File: config.mk
export PLATFORM = sky130hd
export DESIGN_NAME = simd_unpack_seq
export DESIGN_NICKNAME = d
export VERILOG_FILES = /design/src/rtl/simd_unpack_seq.sv
export SDC_FILE = /design/constraint.sdc
export NUM_CORES = 1
export LEC_CHECK = 0
export CAP_MARGIN = 20
export CORE_MARGIN = 2
export CORE_UTILIZATION = 25
export CTS_BUF_LIST = sky130_fd_sc_hd__clkbuf_16
export CTS_CLUSTER_DIAMETER = 30
export DETAILED_ROUTE_END_ITERATION = 8
export SYNTH_ARGS = -nofsm -noshare
export SYNTH_HDL_FRONTEND = slang
export SYNTH_SLANG_ARGS = --single-unit
File: constraint.sdc
create_clock -name clk -period 18.39 [get_ports clk]
set_clock_uncertainty 0.1 [all_clocks]
set_input_delay 5.517 -clock clk [delete_from_list [all_inputs] [get_ports clk]]
set_output_delay 5.517 -clock clk [all_outputs]
set_load 0.01 [all_outputs]
File: src/rtl/simd_unpack_seq.sv
// Sequencing controller for the SIMD unpack datapath: latches one command, then
// streams one or two interleaved 256-bit result beats through an internal packer.

module simd_packer #(
    parameter int SIMD_WIDTH = 256
) (
    input  logic [SIMD_WIDTH-1:0] a,
    input  logic [SIMD_WIDTH-1:0] b,
    input  logic [2:0]            mode,
    input  logic                  hi_flag,
    output logic [SIMD_WIDTH-1:0] data
);
    localparam int HALF = SIMD_WIDTH / 2;

    logic [HALF-1:0] a_half_s;
    logic [HALF-1:0] b_half_s;

    // LO and HI differ only in which source half feeds the interleave.
    always_comb begin
        if (hi_flag) begin
            a_half_s = a[SIMD_WIDTH-1:HALF];
            b_half_s = b[SIMD_WIDTH-1:HALF];
        end else begin
            a_half_s = a[HALF-1:0];
            b_half_s = b[HALF-1:0];
        end
    end

    // Interleave element pairs of the selected half, A element above B element.
    always_comb begin
        data = {SIMD_WIDTH{1'b0}};
        case (mode)
            3'd0: begin
                for (int i = 0; i < HALF / 8; i++) begin
                    data[16*i +: 16] = {a_half_s[8*i +: 8], b_half_s[8*i +: 8]};
                end
            end
            3'd1: begin
                for (int i = 0; i < HALF / 16; i++) begin
                    data[32*i +: 32] = {a_half_s[16*i +: 16], b_half_s[16*i +: 16]};
                end
            end
            3'd2: begin
                for (int i = 0; i < HALF / 32; i++) begin
                    data[64*i +: 64] = {a_half_s[32*i +: 32], b_half_s[32*i +: 32]};
                end
            end
            3'd3: begin
                for (int i = 0; i < HALF / 64; i++) begin
                    data[128*i +: 128] = {a_half_s[64*i +: 64], b_half_s[64*i +: 64]};
                end
            end
            3'd4: begin
                data = {a_half_s, b_half_s};
            end
            default: begin
                data = a;
            end
        endcase
    end
endmodule

module simd_unpack_seq #(
    parameter int SIMD_WIDTH = 256,
    parameter int CNT_W      = 16
) (
    input  logic                  clk,
    input  logic                  rst_n,
    input  logic                  in_valid,
    output logic                  in_ready,
    input  logic [SIMD_WIDTH-1:0] in_a,
    input  logic [SIMD_WIDTH-1:0] in_b,
    input  logic [2:0]            in_mode,
    input  logic [1:0]            in_op,
    output logic                  out_valid,
    input  logic                  out_ready,
    output logic [SIMD_WIDTH-1:0] out_data,
    output logic                  out_hi,
    output logic                  out_last,
    output logic                  busy,
    output logic [CNT_W-1:0]      done_cnt
);
    typedef enum logic [1:0] {
        ST_IDLE  = 2'd0,
        ST_BEAT0 = 2'd1,
        ST_BEAT1 = 2'd2
    } state_t;

    localparam logic [CNT_W-1:0] CNT_ONE = {{(CNT_W-1){1'b0}}, 1'b1};

    state_t                  state_r;
    logic [SIMD_WIDTH-1:0]   a_r;
    logic [SIMD_WIDTH-1:0]   b_r;
    logic [2:0]              mode_r;
    logic                    accept_s;
    logic                    out_fire_s;

    assign accept_s   = in_valid & in_ready;
    assign out_fire_s = out_valid & out_ready;

    // Operand capture; deliberately not cleared so the registers only toggle on accept.
    always_ff @(posedge clk) begin
        if (accept_s) begin
            a_r    <= in_a;
            b_r    <= in_b;
            mode_r <= in_mode;
        end else begin
            a_r    <= a_r;
            b_r    <= b_r;
            mode_r <= mode_r;
        end
    end

    // Beat sequencer; every handshake-visible output is a register, so out_ready never reaches in_ready.
    always_ff @(posedge clk) begin
        if (!rst_n) begin
            state_r   <= ST_IDLE;
            in_ready  <= 1'b1;
            out_valid <= 1'b0;
            out_hi    <= 1'b0;
            out_last  <= 1'b0;
            busy      <= 1'b0;
            done_cnt  <= {CNT_W{1'b0}};
        end else begin
            case (state_r)
                ST_IDLE: begin
                    if (accept_s) begin
                        state_r   <= ST_BEAT0;
                        in_ready  <= 1'b0;
                        busy      <= 1'b1;
                        out_valid <= 1'b1;
                        // op bit 0 selects HI first, op bit 1 requests the second half too
                        out_hi    <= in_op[0];
                        out_last  <= ~in_op[1];
                    end else begin
                        state_r   <= ST_IDLE;
                    end
                end
                ST_BEAT0: begin
                    if (out_fire_s && out_last) begin
                        state_r   <= ST_IDLE;
                        in_ready  <= 1'b1;
                        busy      <= 1'b0;
                        out_valid <= 1'b0;
                        out_hi    <= 1'b0;
                        out_last  <= 1'b0;
                        done_cnt  <= done_cnt + CNT_ONE;
                    end else if (out_fire_s) begin
                        state_r   <= ST_BEAT1;
                        out_hi    <= ~out_hi;
                        out_last  <= 1'b1;
                    end else begin
                        state_r   <= ST_BEAT0;
                    end
                end
                ST_BEAT1: begin
                    if (out_fire_s) begin
                        state_r   <= ST_IDLE;
                        in_ready  <= 1'b1;
                        busy      <= 1'b0;
                        out_valid <= 1'b0;
                        out_hi    <= 1'b0;
                        out_last  <= 1'b0;
                        done_cnt  <= done_cnt + CNT_ONE;
                    end else begin
                        state_r   <= ST_BEAT1;
                    end
                end
                default: begin
                    state_r   <= ST_IDLE;
                    in_ready  <= 1'b1;
                    busy      <= 1'b0;
                    out_valid <= 1'b0;
                    out_hi    <= 1'b0;
                    out_last  <= 1'b0;
                end
            endcase
        end
    end

    simd_packer #(
        .SIMD_WIDTH (SIMD_WIDTH)
    ) u_packer (
        .a       (a_r),
        .b       (b_r),
        .mode    (mode_r),
        .hi_flag (out_hi),
        .data    (out_data)
    );
endmodule

=== Word-level counts from Yosys, hierarchy flattened ===
Cells that the tools add are included.

* Register bits after elaboration: 537
* Bits of input ports: 521
* Output and inout bits: 277
* Word-level logic and storage cells: 57

* Add/subtract/negate cells: 1
* Equal/unequal tests: 10
* Muxes and demuxes: 26
* Bitwise logic cells: 4
* Reduce and logical (&&, ||, !) cells: 7

{| class="wikitable"
|+ Operators with widths
! kind !! count
|-
| case mux 256 bit (5 select lines) || 1
|-
| 2-to-1 mux 128 bit || 2
|-
| 2-to-1 mux 16 bit || 2
|-
| case mux 16 bit (2 select lines) || 1
|-
| adder 16 x 1 -> 16 bit, second input constant || 1
|-
| 2-to-1 mux 1 bit || 12
|-
| case mux 1 bit (3 select lines) || 4
|-
| AND reduction 3 bit || 3
|-
| == test 3 x 2 -> 1 bit, second input constant || 2
|-
| 2-to-1 mux 2 bit || 3
|-
| inequality test 2 bit, second input constant || 3
|-
| case mux 2 bit (3 select lines) || 1
|-
| == test 3 x 1 -> 1 bit, second input constant || 1
|-
| == test 3 bit, second input constant || 1
|-
| zero test 3 bit || 1
|-
| inequality test 3 bit, second input constant || 1
|-
| AND 1 bit || 2
|-
| == test 2 x 1 -> 1 bit, second input constant || 1
|-
| == test 2 bit, second input constant || 1
|-
| zero test 2 bit || 1
|-
| NOT 1 bit || 2
|-
| nonzero test 2 bit || 1
|-
| logical AND 1 bit || 1
|}

=== Longest topological paths before layout ===
Gate-level depths: netlist of run 1.

* Depth in word-level cells: 4
* Mapped depth: 9
* Mapped depth without buffers: 4

=== By module ===
From an unflattened synthesis of run 1, not the netlist that was laid out.

* Cells, all modules: 2498
* Area, all modules: 28997.8 um^2

{| class="wikitable"
|+ Modules (own cells, without submodules)
! module !! instances !! cells each !! area an instance (um^2) !! seq. area each (um^2)
|-
| simd_unpack_seq || 1 || 649 || 16624.7 || 15905.3
|-
| simd_packer || 1 || 1849 || 12373.1 || 0.0
|}

=== Least setup slack after synthesis of run 1 ===
No wires, ideal clock.

* Path type: in2reg
* Start point: input port in_valid
* End point: register a_r[0], enable pin
* Library setup time: 0.946 ns
* Arrival time: 17.025 ns
* Data required time: 17.344 ns
* Slack: 0.320 ns
* Stages on the path: 1
* Path buffers: 0
* Cell sequence: and2_1

* Word-level cells in the longest chain between the ends: 1

{| class="wikitable"
|+ RTL lines
! item !! line !! RTL
|-
| from (decl) || 69 || <nowiki>input logic in_valid,</nowiki>
|-
| AND 1 bit || 98 || <nowiki>assign accept_s = in_valid & in_ready;</nowiki>
|-
| to (signal assigned) || 104 || <nowiki>a_r <= in_a;</nowiki>
|-
| to (signal assigned) || 108 || <nowiki>a_r <= a_r;</nowiki>
|-
| to (decl) || 92 || <nowiki>logic [SIMD_WIDTH-1:0] a_r;</nowiki>
|}

Every way passes these cells.
A chain may end at the register's enable or synchronous reset.

=== Worst setup path after layout of run 1 ===
* Start point: register out_hi
* End point: output port out_data[103]

* Word-level cells in the longest chain between the ends: 2
* Elaborated cells on any way between the ends: 3
* Those cells by class: mux: 3

{| class="wikitable"
|+ RTL lines
! item !! line !! RTL
|-
| from (decl) || 78 || <nowiki>output logic out_hi,</nowiki>
|-
| from (signal assigned) || 133 || <nowiki>out_hi <= in_op[0];</nowiki>
|-
| from (signal assigned) || 150 || <nowiki>out_hi <= ~out_hi;</nowiki>
|-
| 2-to-1 mux 128 bit || 20 || <nowiki>if (hi_flag) begin</nowiki>
|-
| case mux 256 bit (5 select lines) (*) || 32 || <nowiki>case (mode)</nowiki>
|-
| to (decl) || 77 || <nowiki>output logic [SIMD_WIDTH-1:0] out_data,</nowiki>
|}

Every way passes the cells marked *; elsewhere a longest branch is shown, timed or not.

==> results of run 1 <==
## layer usage
metal / global-route usage, % / wire, um / vias to the layer above
li1: - / - / 11130
met1: 33.50 / 64050 / 13030
met2: 39.03 / 68960 / 1617
met3: 8.138 / 15040 / 349
met4: 11.47 / 6429 / 18
met5: 0 / 110 / -
## per-stage QoR
step	hold WS [ps]	cell area, sq um	utilization, %	total power [W]	setup slack [ps]
3_5_place_dp	371.9	37560	33.43	0.002470	8137
2_1_floorplan	395.9	28270	-	0.001957	319.6
5_1_grt	449.2	42690	38.00	0.005218	7177
4_1_cts	383.7	42640	37.95	0.005091	7319
3_3_place_gp	362.1	37550	33.42	0.002465	8221
6_report	388.6	42700	38.01	0.005063	7293
## cells in the mapped netlist (14+ instances only)
library cell	number
a211oi_1	31
a22oi_1	32
mux2i_1	242
clkbuf_1	98
edfxtp_1	515
o21ai_0	199
nand3_1	41
or3_1	24
mux2_2	90
o2bb2ai_1	25
nor2_1	141
mux4_2	14
dfxtp_1	22
a22o_1	18
buf_2	63
o22ai_1	67
a31oi_1	21
buf_4	29
a221oi_1	32
nand2_1	230
a221o_1	17
o211ai_1	88
o22a_1	18
a21oi_1	123
## state kept, by name, summed over array words and instances (netlist names)
signal and count:
a_r 256, out_last 1, out_hi 1, in_ready 1
done_cnt 16, state_r 2, b_r 256, mode_r 3
busy 1
## power groups by stage
| stage | Clock (W) | Combinational [W] | Sequential (W) |
|---|---|---|---|
| final | 0.00260 | 0.000958 | 0.00151 |
| after global routing | 0.00271 | 0.00100 | 0.00151 |
| after CTS | 0.00264 | 0.000950 | 0.00151 |
| after detailed placement | 0 | 0.000946 | 0.00152 |
| after global placement | 0 | 0.000940 | 0.00153 |
| after floorplan | 0 | 0.000431 | 0.00153 |
## logic make-up after synthesis
group | synth area share (%)
buffers and inverters | 3.916
AO/OA/AOI/OAI | 18.37
AND/OR/NAND/NOR | 8.050
multiplexers | 13.27
flip-flops | 56.26
adder cells (fa/ha/maj) | 0.04425
XOR/XNOR | 0.09295
## tightest hold or removal path: cells and delay by family, from the launching register on
family          cells  cell delay, ps
flops               1             320
compound gates      2             120
## area by class of cell
| type | instances | share of cell area, % |
|---|---|---|
| sequential | 537 | 37.25 |
| multi-input combinational | 1640 | 26.50 |
| timing repair buffer | 848 | 19.75 |
| clock buffer | 155 | 9.083 |
| tap | 1500 | 4.395 |
| clock inverter | 123 | 2.801 |
| inverter | 12 | 0.1143 |
| antenna | 18 | 0.1055 |
## worst min path at each step
stage | startpoint | end | depth (start not counted)
after floorplan | done_cnt[15] | done_cnt[15] | 2
after global routing | done_cnt[15] | done_cnt[15] | 2
final | done_cnt[15] | done_cnt[15] | 2
after detailed placement | done_cnt[15] | done_cnt[15] | 2
after CTS | done_cnt[15] | done_cnt[15] | 2
after global placement | done_cnt[15] | done_cnt[15] | 2
==> qor.yml, run 1 <==
fp-row-count: 123
gp_congestion: 0.9224
grt_max_degree: 176
cp_slowest_cell: "mux2i_1"
initial_core_util_pct: 25.17
cts_tree: "done"
dieWidth_um: 340.3
cp_num_cells: 9
criticalPathCategory: "flip-flop to output port"
drt-pass1-iter-count: 6
leakagePower_nw: 14.69
htreeDepth: 4
viasPerCell: 5.408
synth_top_area_share_pct: 54.70
via_count: 26140
ir_drop_uv: 75.89
clockBufferDepth: 3
clock_latency_ps: 740
crit_required_ps: 12770
grt_pass1_wl_mm: 207.8
cp-startpoint: "out_hi"
cts_resized: 0
gr-total-overflow: 0
grt.total_usage_pct: 25.74
synth_top_flop_cell: "edfxtp_1"
cts.clk_slew.worst_paths_ps: 50
combPwrFrac_pct: 18.9
layout_common_cells: "797 x clkdlybuf4s50_1, 515 x edfxtp_1, 242 x mux2i_1"
synth_top_area_cell: "edfxtp_1"
cp.arrival_ps: 5480
hpwlAfterDp_mm: 115.0
nets: 3711
dp.cells: 4535
synth.yosys.seq_area_share_pct: 56.26
register_area_sq_um: 15910
cts_buffers: 150
endpoint_kind: "output port"
syn_area_sq_um: 28270
synth_area_per_cell_sq_um: 11.77
final_common_cell: "clkdlybuf4s50_1"
yosysUniqueCellTypes: 81
hold_violations: 0
grt_pass1_vias: 25550
layout-drive-gt1-share_pct: 12.64
cp_common_cell: "buf_4"
multiInputGateArea_sq_um: 11320
drt-total-wl_mm: 154.6
cp_max_fo: 69
cap_violations: 0
crit_chain: "buf_4 -> buf_12 -> buf_4 -> mux2i_1 -> buf_4 -> nand2_1 -> o211ai_1 -> o21ai_0 -> clkdlybuf4s50_1"
postCtsSetupBuffers: 0
synthesis.nets: 2924
fin_crit_sh_pct: 60.34
reg2reg_from: "in_ready"
nFillCells: 10920
antenna_found_initial: 33
ff2ff_setup_slack_ps: 15320
reg2reg_depth: 3
synth-seq-cells: 537
slowest_delay_ps: 850
root_buffer: "clkbuf_16"
synth_area_leaders: "edfxtp_1 55%, mux2i_1 8.6%, mux2_2 3.6%"
core-area_sq_um: 112300
synth-edff-count: 515
worstMarginPinSlew_ps: 1166
async_flop_share_pct: 0
min_period_ps: 11100
report.final.slew_viol_count: 0
synth_warnings: 0
fin_cells: 4833
rsz0062_at_grt: "false"
path_buf_inv: 5
slew_headroom_pct: 20.02
critPathTopFamily: "buffers and inverters"
port_buffers: 797
reg2reg_to: "b_r[147]"
cts_hold_buffers: 0
syn2layout_area_growth_pct: 51.04
worst_setup_path_start_kind: "flip-flop"
hold_class: "flip-flop to flip-flop"
outcome: "completed"
drc: 0
p_per_area_nw_per_um2: 118.6
p_sw_share_pct: 28.15
internal_power_w: 0.003638
endpoint: "out_data[103]"
ioPinCount: 798
fmax_mhz: 90.12
first_iter_violations: 3140
setup-tns-final_ps: 0
power.net_switching_w: 0.001425
clockPowerShare_pct: 51.3
design.die.area_sq_um: 115800
dieHeight_um: 340.3
clock-sinks: 537
synth_cells: 2402
drt-wirelength-per-cell_um: 31.98
finalSetupViolCount: 0
seq_power_share_pct: 29.7
ant_nets: 0
Note: power is estimated with default switching activity, not from simulation.
==> inputs of run 2 (changes only) <==
==> constraint.sdc (replaced) <==
create_clock -name clk -period 10.7 [get_ports clk]
set_clock_uncertainty 0.1 [all_clocks]
set_input_delay 3.21 -clock clk [delete_from_list [all_inputs] [get_ports clk]]
set_output_delay 3.21 -clock clk [all_outputs]
set_load 0.01 [all_outputs]
==> run 2 against run 1 <==
Effect of this change: clock power grew 78%; flip-flop and latch count is the same; largest power group unchanged; final cell count grew 0.14%; critical path type unchanged; highest routed layer unchanged; via count is essentially flat.
==> qor.yml, run 2 (synthesized netlist as in run 1, its figures left out) <==
viasPerCell: 5.401
crit_required_ps: 7390
grt.total_usage_pct: 25.58
ff2ff_setup_slack_ps: 8170
cts_resized: 0
finalSetupViolCount: 0
grt_pass1_vias: 25020
hold_violations: 0
worst_setup_path_start_kind: "flip-flop"
reg_top3: "a_r: 256 flops, b_r: 256 flops, done_cnt: 16 flops"
reg2reg_to: "a_r[190]"
layout-drive-gt1-share_pct: 13.00
met2_length_mm: 67.63
antenna_found_initial: 30
first_iter_violations: 3134
cts_buffers: 155
root_buffer: "clkbuf_16"
layout_setup_ws_ps: 2304
hold_class: "flip-flop to flip-flop"
cap_violations: 0
fmax_mhz: 119.1
cts.clk_slew.worst_paths_ps: 40
min_period_ps: 8396
whs_path_depth: 2
fp-row-count: 123
place_worst_setup_slack_ps: 3107
dieWidth_um: 340.3
reg2reg_depth: 2
outcome: "completed"
drt-pass1-iter-count: 6
fin_cells: 4840
drt-met1-wl_mm: 66.12
endpoint: "out_data[221]"
ir_drop_uv: 145.9
postCtsSetupBuffers: 0
dieHeight_um: 340.3
final_common_cell: "clkdlybuf4s50_1"
worstMarginPinSlew_ps: 1115
design.die.area_sq_um: 115800
via_count: 26140
routed.top_layer: "met5"
clock-sinks: 537
p_per_area_nw_per_um2: 206.3
dp.cells: 4534
leakagePower_nw: 14.80
port_buffers: 797
drt-wirelength-per-cell_um: 31.85
cts_hold_buffers: 0
syn2layout_area_growth_pct: 51.86
clock_latency_ps: 740
reg2reg_from: "in_ready"
criticalPathCategory: "flip-flop to output port"
setup-tns-final_ps: 0
grt_max_degree: 165
fin_crit_sh_pct: 78.47
rsz0062_at_grt: "false"
clockBufferDepth: 3
gp_congestion: 0.9253
cp.arrival_ps: 5090
drc: 0
htreeDepth: 4
layout_common_cells: "797 x clkdlybuf4s50_1, 515 x edfxtp_1, 242 x mux2i_1"
drt-total-wl_mm: 154.2
place_area_sq_um: 37590
core-area_sq_um: 112300
grt_pass1_wl_mm: 206.2
initial_core_util_pct: 25.17
fin_area_sq_um: 42940
gr-total-overflow: 0
hpwlAfterDp_mm: 114.7
nFillCells: 10830
cts_tree: "done"
nets: 3714
wl_met3_mm: 13.49
endpoint_kind: "output port"
cp-startpoint: "mode_r[1]"
cp_max_fo: 54
report.final.slew_viol_count: 0
ant_nets: 0
slew_headroom_pct: 23.53
ioPinCount: 798
-- run 2: cell type report --
cell class / count / area, sq um / area share [%]
clock buffers: 160 / 4004 / 9.325
inverters: 12 / 48.80 / 0.1136
diodes: 24 / 60.06 / 0.1399
repair buffers: 846 / 8449 / 19.68
flip-flops and latches: 537 / 15910 / 37.05
clock inverters: 121 / 1270 / 2.958
multi-input cells: 1640 / 11320 / 26.36
well taps: 1500 / 1877 / 4.371
-- run 2: report_power, final --
part / leakage [nW] / switching [W] / internal, W
Clock: 2.61 / 0.00145 / 0.00317
Sequential: 5.11 / 0.000113 / 0.00248
Combinational: 7.07 / 0.000935 / 0.000709
Total: 14.8 / 0.00250 / 0.00636
-- run 2: how the worst min path moves through the flow --
stage / from / slack [ps] / end
finish: done_cnt[15] / 380 / done_cnt[15]
global route: done_cnt[6] / 430 / done_cnt[6]
CTS: done_cnt[15] / 380 / done_cnt[15]
detailed placement: done_cnt[15] / 380 / done_cnt[15]
global placement: done_cnt[15] / 360 / done_cnt[15]
floorplan: done_cnt[15] / 400 / done_cnt[15]
-- run 2: stage by stage --
step	hold WS (ps)	total power, W	util (%)
4_1_cts	383.3	0.008905	38.15
6_report	382.1	0.008857	38.22
5_1_grt	428.6	0.009112	38.20
2_1_floorplan	395.9	0.003326	-
3_3_place_gp	361.0	0.004239	33.46
3_5_place_dp	375.6	0.004244	33.46
-- run 2: critical path, cell delays in order (launching register included) --
cell and delay, ps:
edfxtp_1 900, buf_4 450, or2_4 600, nand2_1 470
buf_4 400, o21ai_1 590, a221o_1 290, clkdlybuf4s50_1 550
-- run 2: per-layer routing --
layer  GRT usage (%)  vias to the layer above
met5               0                        -
met3           7.188                      387
met2           38.08                     1600
li1                -                    11120
met1           34.52                    13020
met4           11.29                       14
